==> src/rtl/wall_flag_if.sv <==
// Handshake bundle between a tile pixel source, the wall-flag decoder and the wall-flag consumer.
// walls bit order is {left, top, right, bottom}.
interface wall_flag_if;
  logic       pix_valid;
  logic       pix_ready;
  logic       pix_data;
  logic       pix_sof;
  logic       walls_valid;
  logic       walls_ready;
  logic [3:0] walls;
  logic       err;

  modport master (
    output pix_valid, pix_data, pix_sof, walls_ready,
    input  pix_ready, walls_valid, walls, err
  );

  modport slave (
    input  pix_valid, pix_data, pix_sof, walls_ready,
    output pix_ready, walls_valid, walls, err
  );
endinterface

==> src/rtl/wall_flag_decoder.sv <==
// Recovers {left, top, right, bottom} wall flags from a raster-ordered 1-bit tile stream,
// flagging partially drawn edges and mid-tile resyncs as errors.
module wall_flag_decoder #(
  parameter int unsigned TILE_BITS   = 4,
  parameter int unsigned EDGE_MARGIN = 2
) (
  input  logic        clk,
  input  logic        rst,
  wall_flag_if.slave  bus
);

  localparam int unsigned N = 1 << TILE_BITS;
  localparam logic [TILE_BITS-1:0] LO  = TILE_BITS'(EDGE_MARGIN);
  localparam logic [TILE_BITS-1:0] HI  = TILE_BITS'(N - 1 - EDGE_MARGIN);
  localparam logic [TILE_BITS-1:0] MAX = TILE_BITS'(N - 1);

  typedef enum logic {COLLECT, DONE} state_t;

  state_t               state_q, state_d;
  logic [TILE_BITS-1:0] x_q, x_d, y_q, y_d;
  logic [3:0]           all1_q, all1_d, any1_q, any1_d;
  logic                 resync_q, resync_d;
  logic [3:0]           walls_q, walls_d;
  logic                 err_q, err_d;
  logic                 walls_valid_q, walls_valid_d;
  logic                 pix_ready_q, pix_ready_d;

  logic [TILE_BITS-1:0] cx, cy;
  logic [3:0]           acc_all, acc_any, hit;
  logic                 rs;

  function automatic logic in_rng(input logic [TILE_BITS-1:0] v);
    return (v >= LO) && (v <= HI);
  endfunction

  // Next-state: a sof beat restarts position and accumulators from (0,0).
  always_comb begin
    state_d       = state_q;
    x_d           = x_q;
    y_d           = y_q;
    all1_d        = all1_q;
    any1_d        = any1_q;
    resync_d      = resync_q;
    walls_d       = walls_q;
    err_d         = err_q;
    walls_valid_d = walls_valid_q;
    pix_ready_d   = pix_ready_q;
    cx            = '0;
    cy            = '0;
    acc_all       = '1;
    acc_any       = '0;
    hit           = '0;
    rs            = 1'b0;

    case (state_q)
      COLLECT: begin
        pix_ready_d   = 1'b1;
        walls_valid_d = 1'b0;
        if (bus.pix_valid && pix_ready_q) begin
          cx      = bus.pix_sof ? '0 : x_q;
          cy      = bus.pix_sof ? '0 : y_q;
          acc_all = bus.pix_sof ? 4'b1111 : all1_q;
          acc_any = bus.pix_sof ? 4'b0000 : any1_q;
          rs      = resync_q
                  | (bus.pix_sof && ((x_q != '0) || (y_q != '0)))
                  | (!bus.pix_sof && (x_q == '0) && (y_q == '0));
          hit     = {(cx == '0)  && in_rng(cy),
                     (cy == '0)  && in_rng(cx),
                     (cx == MAX) && in_rng(cy),
                     (cy == MAX) && in_rng(cx)};
          all1_d   = acc_all & (~hit | {4{bus.pix_data}});
          any1_d   = acc_any | (hit & {4{bus.pix_data}});
          resync_d = rs;
          x_d      = cx + TILE_BITS'(1);
          y_d      = (cx == MAX) ? cy + TILE_BITS'(1) : cy;
          if ((cx == MAX) && (cy == MAX)) begin
            state_d       = DONE;
            walls_d       = all1_d;
            err_d         = (|(any1_d & ~all1_d)) | rs;
            walls_valid_d = 1'b1;
            pix_ready_d   = 1'b0;
          end
        end
      end
      DONE: begin
        pix_ready_d   = 1'b0;
        walls_valid_d = 1'b1;
        if (bus.walls_ready) begin
          state_d       = COLLECT;
          x_d           = '0;
          y_d           = '0;
          all1_d        = 4'b1111;
          any1_d        = 4'b0000;
          resync_d      = 1'b0;
          walls_valid_d = 1'b0;
          pix_ready_d   = 1'b1;
        end
      end
      default: state_d = COLLECT;
    endcase
  end

  always_ff @(posedge clk or posedge rst) begin
    if (rst) begin
      state_q       <= COLLECT;
      x_q           <= '0;
      y_q           <= '0;
      all1_q        <= 4'b1111;
      any1_q        <= 4'b0000;
      resync_q      <= 1'b0;
      walls_q       <= 4'b0000;
      err_q         <= 1'b0;
      walls_valid_q <= 1'b0;
      pix_ready_q   <= 1'b0;
    end else begin
      state_q       <= state_d;
      x_q           <= x_d;
      y_q           <= y_d;
      all1_q        <= all1_d;
      any1_q        <= any1_d;
      resync_q      <= resync_d;
      walls_q       <= walls_d;
      err_q         <= err_d;
      walls_valid_q <= walls_valid_d;
      pix_ready_q   <= pix_ready_d;
    end
  end

  assign bus.pix_ready   = pix_ready_q;
  assign bus.walls_valid = walls_valid_q;
  assign bus.walls       = walls_q;
  assign bus.err         = err_q;

endmodule

==> src/flat_wrapper.sv <==
// flat-port wrapper written by rule: the top's interface ports become plain ports
module wall_flag_decoder_flat 
#(
  parameter int unsigned TILE_BITS   = 4,
  parameter int unsigned EDGE_MARGIN = 2
)
  (clk, rst, bus_pix_valid, bus_pix_data, bus_pix_sof, bus_walls_ready, bus_pix_ready, bus_walls_valid, bus_walls, bus_err);
  wall_flag_if bus_i ();
  input  logic clk;
  input  logic rst;
  input wire logic [$bits(bus_i.pix_valid)-1:0] bus_pix_valid;
  input wire logic [$bits(bus_i.pix_data)-1:0] bus_pix_data;
  input wire logic [$bits(bus_i.pix_sof)-1:0] bus_pix_sof;
  input wire logic [$bits(bus_i.walls_ready)-1:0] bus_walls_ready;
  output wire logic [$bits(bus_i.pix_ready)-1:0] bus_pix_ready;
  output wire logic [$bits(bus_i.walls_valid)-1:0] bus_walls_valid;
  output wire logic [$bits(bus_i.walls)-1:0] bus_walls;
  output wire logic [$bits(bus_i.err)-1:0] bus_err;
  assign bus_i.pix_valid = bus_pix_valid;
  assign bus_i.pix_data = bus_pix_data;
  assign bus_i.pix_sof = bus_pix_sof;
  assign bus_i.walls_ready = bus_walls_ready;
  assign bus_pix_ready = bus_i.pix_ready;
  assign bus_walls_valid = bus_i.walls_valid;
  assign bus_walls = bus_i.walls;
  assign bus_err = bus_i.err;
  wall_flag_decoder #(.TILE_BITS(TILE_BITS), .EDGE_MARGIN(EDGE_MARGIN)) u_core (.clk(clk), .rst(rst), .bus(bus_i));
endmodule
==> config.mk <==
export PLATFORM = sky130hd
export DESIGN_NAME = wall_flag_decoder_flat
export DESIGN_NICKNAME = d
export VERILOG_FILES = /design/src/rtl/wall_flag_if.sv /design/src/rtl/wall_flag_decoder.sv /design/src/flat_wrapper.sv
export SDC_FILE = /design/constraint.sdc
export NUM_CORES = 1
export LEC_CHECK = 0
export CAP_MARGIN = 40
export CORE_UTILIZATION = 50
export CTS_BUF_LIST = sky130_fd_sc_hd__clkbuf_16
export DETAILED_ROUTE_END_ITERATION = 12
export PLACE_DENSITY = 0.71
export SLEW_MARGIN = 20
export SYNTH_ARGS = -nofsm -noshare
export SYNTH_HDL_FRONTEND = slang
export SYNTH_SLANG_ARGS = --single-unit
==> constraint.sdc <==
create_clock -name clk -period 4.5 [get_ports clk]
set_input_delay 0.45 -clock clk [delete_from_list [all_inputs] [get_ports clk]]
set_output_delay 0.45 -clock clk [all_outputs]
set_load 0.05 [all_outputs]
* After elaboration in Yosys (flattened, before gate mapping)
Cells that the tools add are included.
** Cells by class
- Add/subtract/negate cells :: 2
- Multipliers :: 0
- Divide/modulo/power cells :: 0
- Magnitude comparators :: 4
- Equal/unequal tests :: 4
- Shift-type cells :: 0
- Multiplexer cells :: 26
- Bitwise logic cells :: 11
- Reductions and logical operators :: 22
** Operators with widths (count)
- 4-bit two-way mux :: 11
- 4-bit case mux with 2 select lines :: 4
- 4-bit logical NOT :: 4
- 4-bit bitwise AND :: 3
- 1-bit logical AND :: 11
- 4-bit by 1-bit adder with 4-bit output (second input constant) :: 2
- 4-bit == test (second input constant) :: 2
- 4-bit by 2-bit >= comparator with 1-bit output (second input constant) :: 2
- 4-bit <= comparator (second input constant) :: 2
- 1-bit two-way mux :: 8
- 4-bit inverter :: 2
- 4-bit bitwise OR :: 2
- 4-bit nonzero test :: 2
- 1-bit case mux with 2 select lines :: 3
- 4-bit OR reduction :: 1
- 1-bit bitwise OR :: 3
- 3-bit AND reduction :: 1
- 2-bit by 1-bit != test with 1-bit output (second input constant) :: 1
- 2-bit != test (second input constant) :: 1
- 2-bit AND reduction :: 1
- 1-bit logical NOT :: 1
- 1-bit logical OR :: 1
- 1-bit inverter :: 1
** Storage, ports and cells
- Register bits after elaboration :: 24
- Bits in latches :: 0
- Bits in writable memories :: 0
- ROM bits :: 0
- Bits of input ports :: 6
- Output and inout port bits :: 7
- Word-level logic and storage cells :: 78
- Memories :: 0

* Depth between registers and ports, before layout
Gate-level depths: netlist of run 1.
- Depth after elaboration :: 11
- Depth in mapped cells :: 6
- Mapped depth without buffers :: 4

* Worst setup path before layout of run 1
OpenSTA, ideal clock, no wires.
- Path kind :: input to register
- From :: input port bus_pix_sof
- To :: register u_core.walls_q[3], in the netlist u_core.bus.walls[3]
- Arrival time :: 1580 ps
- Path slack :: 2795 ps
- Stages :: 6
- Cell sequence :: buf_2 > nand3b_2 > nor3_4 > and3_1 > buf_6 > mux2_4
** On the way
- Word-level cells in the longest chain between the ends :: 7
** RTL lines
- start, declared :: line flat_wrapper.sv:13 : input wire logic [$bits(bus_i.pix_sof)-1:0] bus_pix_sof;
- 4-bit two-way mux :: line wall_flag_decoder.sv:61 : cy = bus.pix_sof ? '0 : y_q;
- 4-bit by 2-bit >= comparator with 1-bit output / 4-bit <= comparator (equally long branches) :: line wall_flag_decoder.sv:33 : return (v >= LO) && (v <= HI);
- 1-bit logical AND :: line wall_flag_decoder.sv:33
- 1-bit logical AND :: line wall_flag_decoder.sv:67 : hit = {(cx == '0) && in_rng(cy),
- 4-bit inverter :: line wall_flag_decoder.sv:71 : all1_d = acc_all & (~hit | {4{bus.pix_data}});
- 4-bit bitwise OR :: line wall_flag_decoder.sv:71
- 4-bit bitwise AND :: line wall_flag_decoder.sv:71
- end signal, assigned :: line wall_flag_decoder.sv:122 : walls_q <= walls_d;
- end, declared :: line wall_flag_decoder.sv:23 : logic [3:0] walls_q, walls_d;
Parallel ways exist; a longest one is shown, timed or not.
A chain may end at the register's enable or synchronous reset.

* Worst setup path after layout of run 1
Ends and elaborated chain as after synthesis.

==> impl_metrics.csv, run 1 <==
group,metric,value,unit
yosys,synth_top_area_frac,0.382,
floorplanning,die-height,53.2,um
yosys,ys.flop_type,"dfrtp_1",
yosys,ys_ff_latch,24,
global_route,grt_pass1_vias,951,
timing,hold_viol_final,0,
timing,rsz0062_at_grt,"no",
global_route,grt_pass1_wl,4470,um
setup_path,cp.arrival,2210,ps
setup_path,rrSetupSlack,2720,ps
floorplanning,coreArea,2480,um2
drt,vias,1041,
clocking,cts_resized,0,
yosys,yosys_warnings,0,
finish,postLayoutCellArea,1510,um2
yosys,async_flop_share,1.00,
placed_design,post-dp-hpwl,1890,um
floorplanning,pin_count,13,
finish,diodes,0,
power,p_leak,0.658,nW
setup_path,reg2reg_to,"u_core.bus.walls[3]",
finish,mostFrequentLayoutCells,"dfrtp_1 (20), nand2_1 (13), clkdlybuf4s50_1 (12), inv_1 (11), o21ai_0 (10)",
yosys,netlist_top_cells_area,"dfrtp_1 (38%), dfstp_2 (8.0%), o21ai_0 (3.8%), nand2_1 (3.7%), inv_1 (3.2%)",
floorplanning,initial_core_util,0.529,
setup_path,r2r_cells,3,
clocking,clock_sinks,24,
setup_path,reg2reg_from,"u_core.state_q",
finish,area_growth,15.1,%
drt,drtPass1Iterations,4,
clocking,clk_path_buf_depth,2,
yosys,yosysTopAreaCell,"dfrtp_1",
hold_path,worst_hold_startpoint,"u_core.resync_q",
timing,final-setup-viol-count,0,
run,cap_viol_max_count,0,
clocking,cts_setup_buffers,0,
timing,setup_ws,2430,ps
drt,drt-total-wl,2660,um
placed_design,io_buffer_count,12,
setup_path,critical_path_class,"in -> reg",
global_route,grt_max_degree,14,
timing,fin_skew,2.79,ps
setup_path,critPathCaptureType,"flop",
clocking,cts-buffers-inserted,3,
placed_design,pre_cts_slack,2170,ps
timing,post-route-period-util,0.460,
drt,drc,0,
yosys,syn_avg_cell_area,9.92,um2
clocking,root_buffer,"clkbuf_16",
power,vdd_drop_max,0.000213,V
drt,wire_per_inst,15.6,um
clocking,postCtsHoldBufs,0,
power,powerDensity,319,nW/um2
timing,min_period,2070,ps
finish,nets,147,
yosys,syn-cell-area,1310,um2
drt,final_antenna_net_count,0,
finish,layout_commonest_cell,"dfrtp_1",
global_route,antenna_found_initial,0,
yosys,syn_inst,132,
hold_path,hold_path.class,"reg -> reg",
run_status,status,"completed",
timing,slew_headroom,0.665,
clocking,clk_pin_slew,60,ps
timing,max_slew.worst_pin.slew,502,ps
clocking,cts_tree,"done",
setup_path,critPathCapture,"u_core.bus.walls[3]",
floorplanning,rows,18,
placed_design,gp_congestion,0.841,
placed_design,place_area,1430,um2
finish,drive_above_1_share,0.114,
yosys,synth.distinct_cells,40,
floorplanning,fp.dieW,53.2,um
yosys,synth-edff-count,0,
setup_path,cp.required,4640,ps
setup_path,critPathLaunchType,"primary input",
global_route,grt_usage,0.223,
finish,fillers,213,
timing,finalMaxSlewViolations,0,
yosys,syn_nets,138,
clocking,clk_latency,260,ps
setup_path,cp_max_fo,10,
clocking,htreeDepth,1,
drt,first_iter_violations,69,
drt,avgViaCountPerCell,6.12,
timing,fin_tns_setup,0,ps
global_route,overflow,0,
floorplanning,die-area,2830,um2
setup_path,crit_start,"bus_pix_sof",
timing,clock.fmax,0.483,GHz
yosys,seq_area_frac_synth,0.462,
-- cells by family (layout without fill, tap and decap cells) --
family,Yosys count,in the layout,synth area share
compound gates,37,37,0.194
flops,24,24,0.462
xor+xnor,2,2,0.0134
mux,5,5,0.0420
buf+inv,20,28,0.0726
simple gates,44,44,0.216
-- per-layer routing --
metal | track usage | vias to the layer above | share of wire
li1 | - | 494 | -
met1 | 0.316 | 493 | 0.45
met2 | 0.340 | 49 | 0.46
met3 | 0.0316 | 5 | 0.073
met4 | 0.0921 | 0 | 0.015
met5 | 0 | - | 0
-- layout make-up --
class,count,area (um2),area share
Clock buffer,3,75.1,0.0498
Multi-Input combinational cell,88,609,0.404
Inverter,11,41.3,0.0274
Clock inverter,1,3.75,0.00249
Tap cell,30,37.5,0.0249
Timing Repair Buffer,13,135,0.0896
Sequential cell,24,606,0.402
-- where the power goes --
| group | switching (mW) | internal, mW | leakage [nW] |
|---|---|---|---|
| clock | 0.0748 | 0.119 | 0.0385 |
| combinational | 0.0282 | 0.0211 | 0.330 |
| sequential | 0.0139 | 0.224 | 0.290 |
| total | 0.117 | 0.364 | 0.658 |
-- worst min-delay path by stage --
stage | endpoint | slack, ps | cells past startpoint
finish | u_core.resync_q | 490 | 1
global route | u_core.all1_q[0] | 520 | 2
floorplan | u_core.any1_q[0] | 450 | 2
CTS | u_core.resync_q | 500 | 1
detailed placement | u_core.resync_q | 480 | 1
global placement | u_core.any1_q[0] | 480 | 2
-- stage by stage --
step                utilization  hold slack (ps)  instances  power (mW)
finish                    0.609              491        170       0.481
global route              0.609              517        170       0.503
CTS                       0.609              496        170       0.485
detailed placement        0.577              482        166       0.291
global placement          0.571              475        165       0.287
floorplan                     -              448        132       0.277
-- worst max-delay path, stage by stage --
cell and delay [ps]:
clkdlybuf4s50_1 600, nand3b_2 350, nor3_4 190, and3_1 310, mux2_4 320
-- registers in the layout (all words and copies together) (netlist names) --
signal                cells
u_core.all1_q             4
u_core.any1_q             4
u_core.bus.walls          4
u_core.x_q                4
u_core.y_q                4
u_core.bus.err            1
u_core.bus.pix_ready      1
u_core.resync_q           1
u_core.state_q            1
-- Yosys cell counts, drive strengths merged (3+ instances only) --
cell,count
dfstp,4
inv,11
dfrtp,20
a21oi,7
nor3,4
nand2,13
a22oi,4
mux2i,4
and3,3
nor2,5
clkbuf,3
nand3,8
buf,6
o21ai,10
a32o,3
Power figures use the tool's default switching activity.
==> run 2, diff against run 1 <==
clock period = 2.15 ns   (was 4.5 ns; I/O delays follow)
==> impl_metrics.csv, run 2 (same netlist as run 1, synthesis figures left out) <==
group,metric,value,unit
run_status,status,"completed",
clocking,cts_setup_buffers,0,
setup_path,max_stage_delay,830,ps
drt,wl_met1,1230,um
finish,drive_above_1_share,0.133,
clocking,htreeDepth,1,
power,p_leak,0.669,nW
timing,min_period,1730,ps
floorplanning,fp.dieW,53.2,um
drt,first_iter_violations,40,
drt,avgViaCountPerCell,6.12,
setup_path,critPathLaunchType,"flop",
clocking,postCtsHoldBufs,0,
setup_path,cp.buffers_inverters,1,
floorplanning,rows,18,
setup_path,cp.required,1930,ps
setup_path,critPathCapture,"bus_walls_valid",
drt,top_layer,"met4",
run,cap_viol_max_count,0,
setup_path,r2r_cells,4,
global_route,antenna_found_initial,0,
global_route,overflow,0,
setup_path,worstPathCellList,"clkdlybuf4s50_1",
drt,drt-total-wl,2710,um
floorplanning,initial_core_util,0.529,
clocking,clk_pin_slew,60,ps
timing,hold_viol_final,0,
timing,max_slew.worst_pin.slew,493,ps
timing,final-setup-viol-count,0,
finish,utilization,0.615,
placed_design,pre_cts_slack,312,ps
drt,met3WireLength,137,um
setup_path,reg2reg_to,"u_core.bus.walls[3]",
drt,wl_met2,1310,um
timing,rsz0062_at_grt,"no",
clocking,root_buffer,"clkbuf_16",
placed_design,dp.cells,169,
setup_path,reg2reg_from,"u_core.x_q[3]",
drt,drc,0,
finish,area_growth,16.2,%
finish,postLayoutCellArea,1520,um2
power,vdd_drop_max,0.000503,V
timing,post-route-period-util,0.804,
timing,fin_skew,2.17,ps
global_route,grt_usage,0.223,
timing,slew_headroom,0.671,
power,powerDensity,658,nW/um2
clocking,cts_tree,"done",
floorplanning,pin_count,13,
clocking,clk_path_buf_depth,2,
floorplanning,die-area,2830,um2
hold_path,hold_path.class,"in -> async",
drt,wire_per_inst,15.7,um
setup_path,slowest_stage,"clkdlybuf4s50_1",
power,finalPower,1.00,mW
clocking,clk_latency,250,ps
finish,nets,150,
global_route,grt_pass1_wl,4460,um
timing,hold_slack,302,ps
placed_design,post-dp-hpwl,1950,um
setup_path,crit_family,"buffers and inverters",
setup_path,rrSetupSlack,440,ps
global_route,grt_pass1_vias,949,
timing,fin_tns_setup,0,ps
drt,drtPass1Iterations,4,
finish,layout_commonest_cell,"dfrtp_1",
setup_path,crit_start,"u_core.state_q",
setup_path,critPathCaptureType,"output pin",
timing,setup_ws,422,ps
setup_path,cp.arrival,1510,ps
global_route,grt_max_degree,25,
finish,instances_no_fill,173,
timing,clock.fmax,0.579,GHz
clocking,clock_sinks,24,
floorplanning,die-height,53.2,um
timing,finalMaxSlewViolations,0,
floorplanning,coreArea,2480,um2
drt,vias,1058,
clocking,cts_resized,0,
placed_design,place_area,1440,um2
drt,final_antenna_net_count,0,
placed_design,gp_congestion,0.805,
finish,mostFrequentLayoutCells,"dfrtp_1 (20), nand2_1 (13), clkdlybuf4s50_1 (12), inv_1 (11), o21ai_0 (10)",
setup_path,critical_path_class,"reg -> out",
setup_path,cp_max_fo,7,
clocking,cts-buffers-inserted,3,
placed_design,io_buffer_count,12,
setup_path,crit_cells,1,
finish,diodes,0,
-- run 2: cell types whose count changed in the layout (fill, tap and decap cells not counted), sizes merged --
cell,previous run,this run
buf,1,4
-- run 2: worst min-delay path by stage --
stage / slack [ps] / endpoint / from / cells past startpoint
global placement: 480 / u_core.resync_q / u_core.resync_q / 1
finish: 300 / u_core.bus.walls[1] / rst / 3
CTS: 310 / u_core.y_q[3] / rst / 3
detailed placement: 480 / u_core.all1_q[0] / u_core.all1_q[0] / 2
floorplan: 230 / u_core.any1_q[0] / rst / 1
global route: 350 / u_core.y_q[3] / rst / 3
-- run 2: final cells by class --
type	instances	area (um2)
inverter	11	41.3
multi-input combinational	88	609
clock inverter	1	3.75
tap	30	37.5
timing repair buffer	16	150
clock buffer	3	75.1
sequential	24	606
fill	222	955
-- run 2: where the power goes --
part	switching [mW]	internal, mW
registers	0.0300	0.469
clock network	0.149	0.248
logic	0.0593	0.0465
-- run 2: routing by layer --
layer  global-route usage  up-vias
met3               0.0172        4
met2                0.354       39
met5                    0        -
met1                0.310      515
li1                     -      500
met4               0.0921        0
-- run 2: worst register-to-register path: stages, from the launching register on --
cell and delay, ps:
dfrtp_1 520, nand2_1 170, nor3_4 270, and3_1 320, mux2_4 320
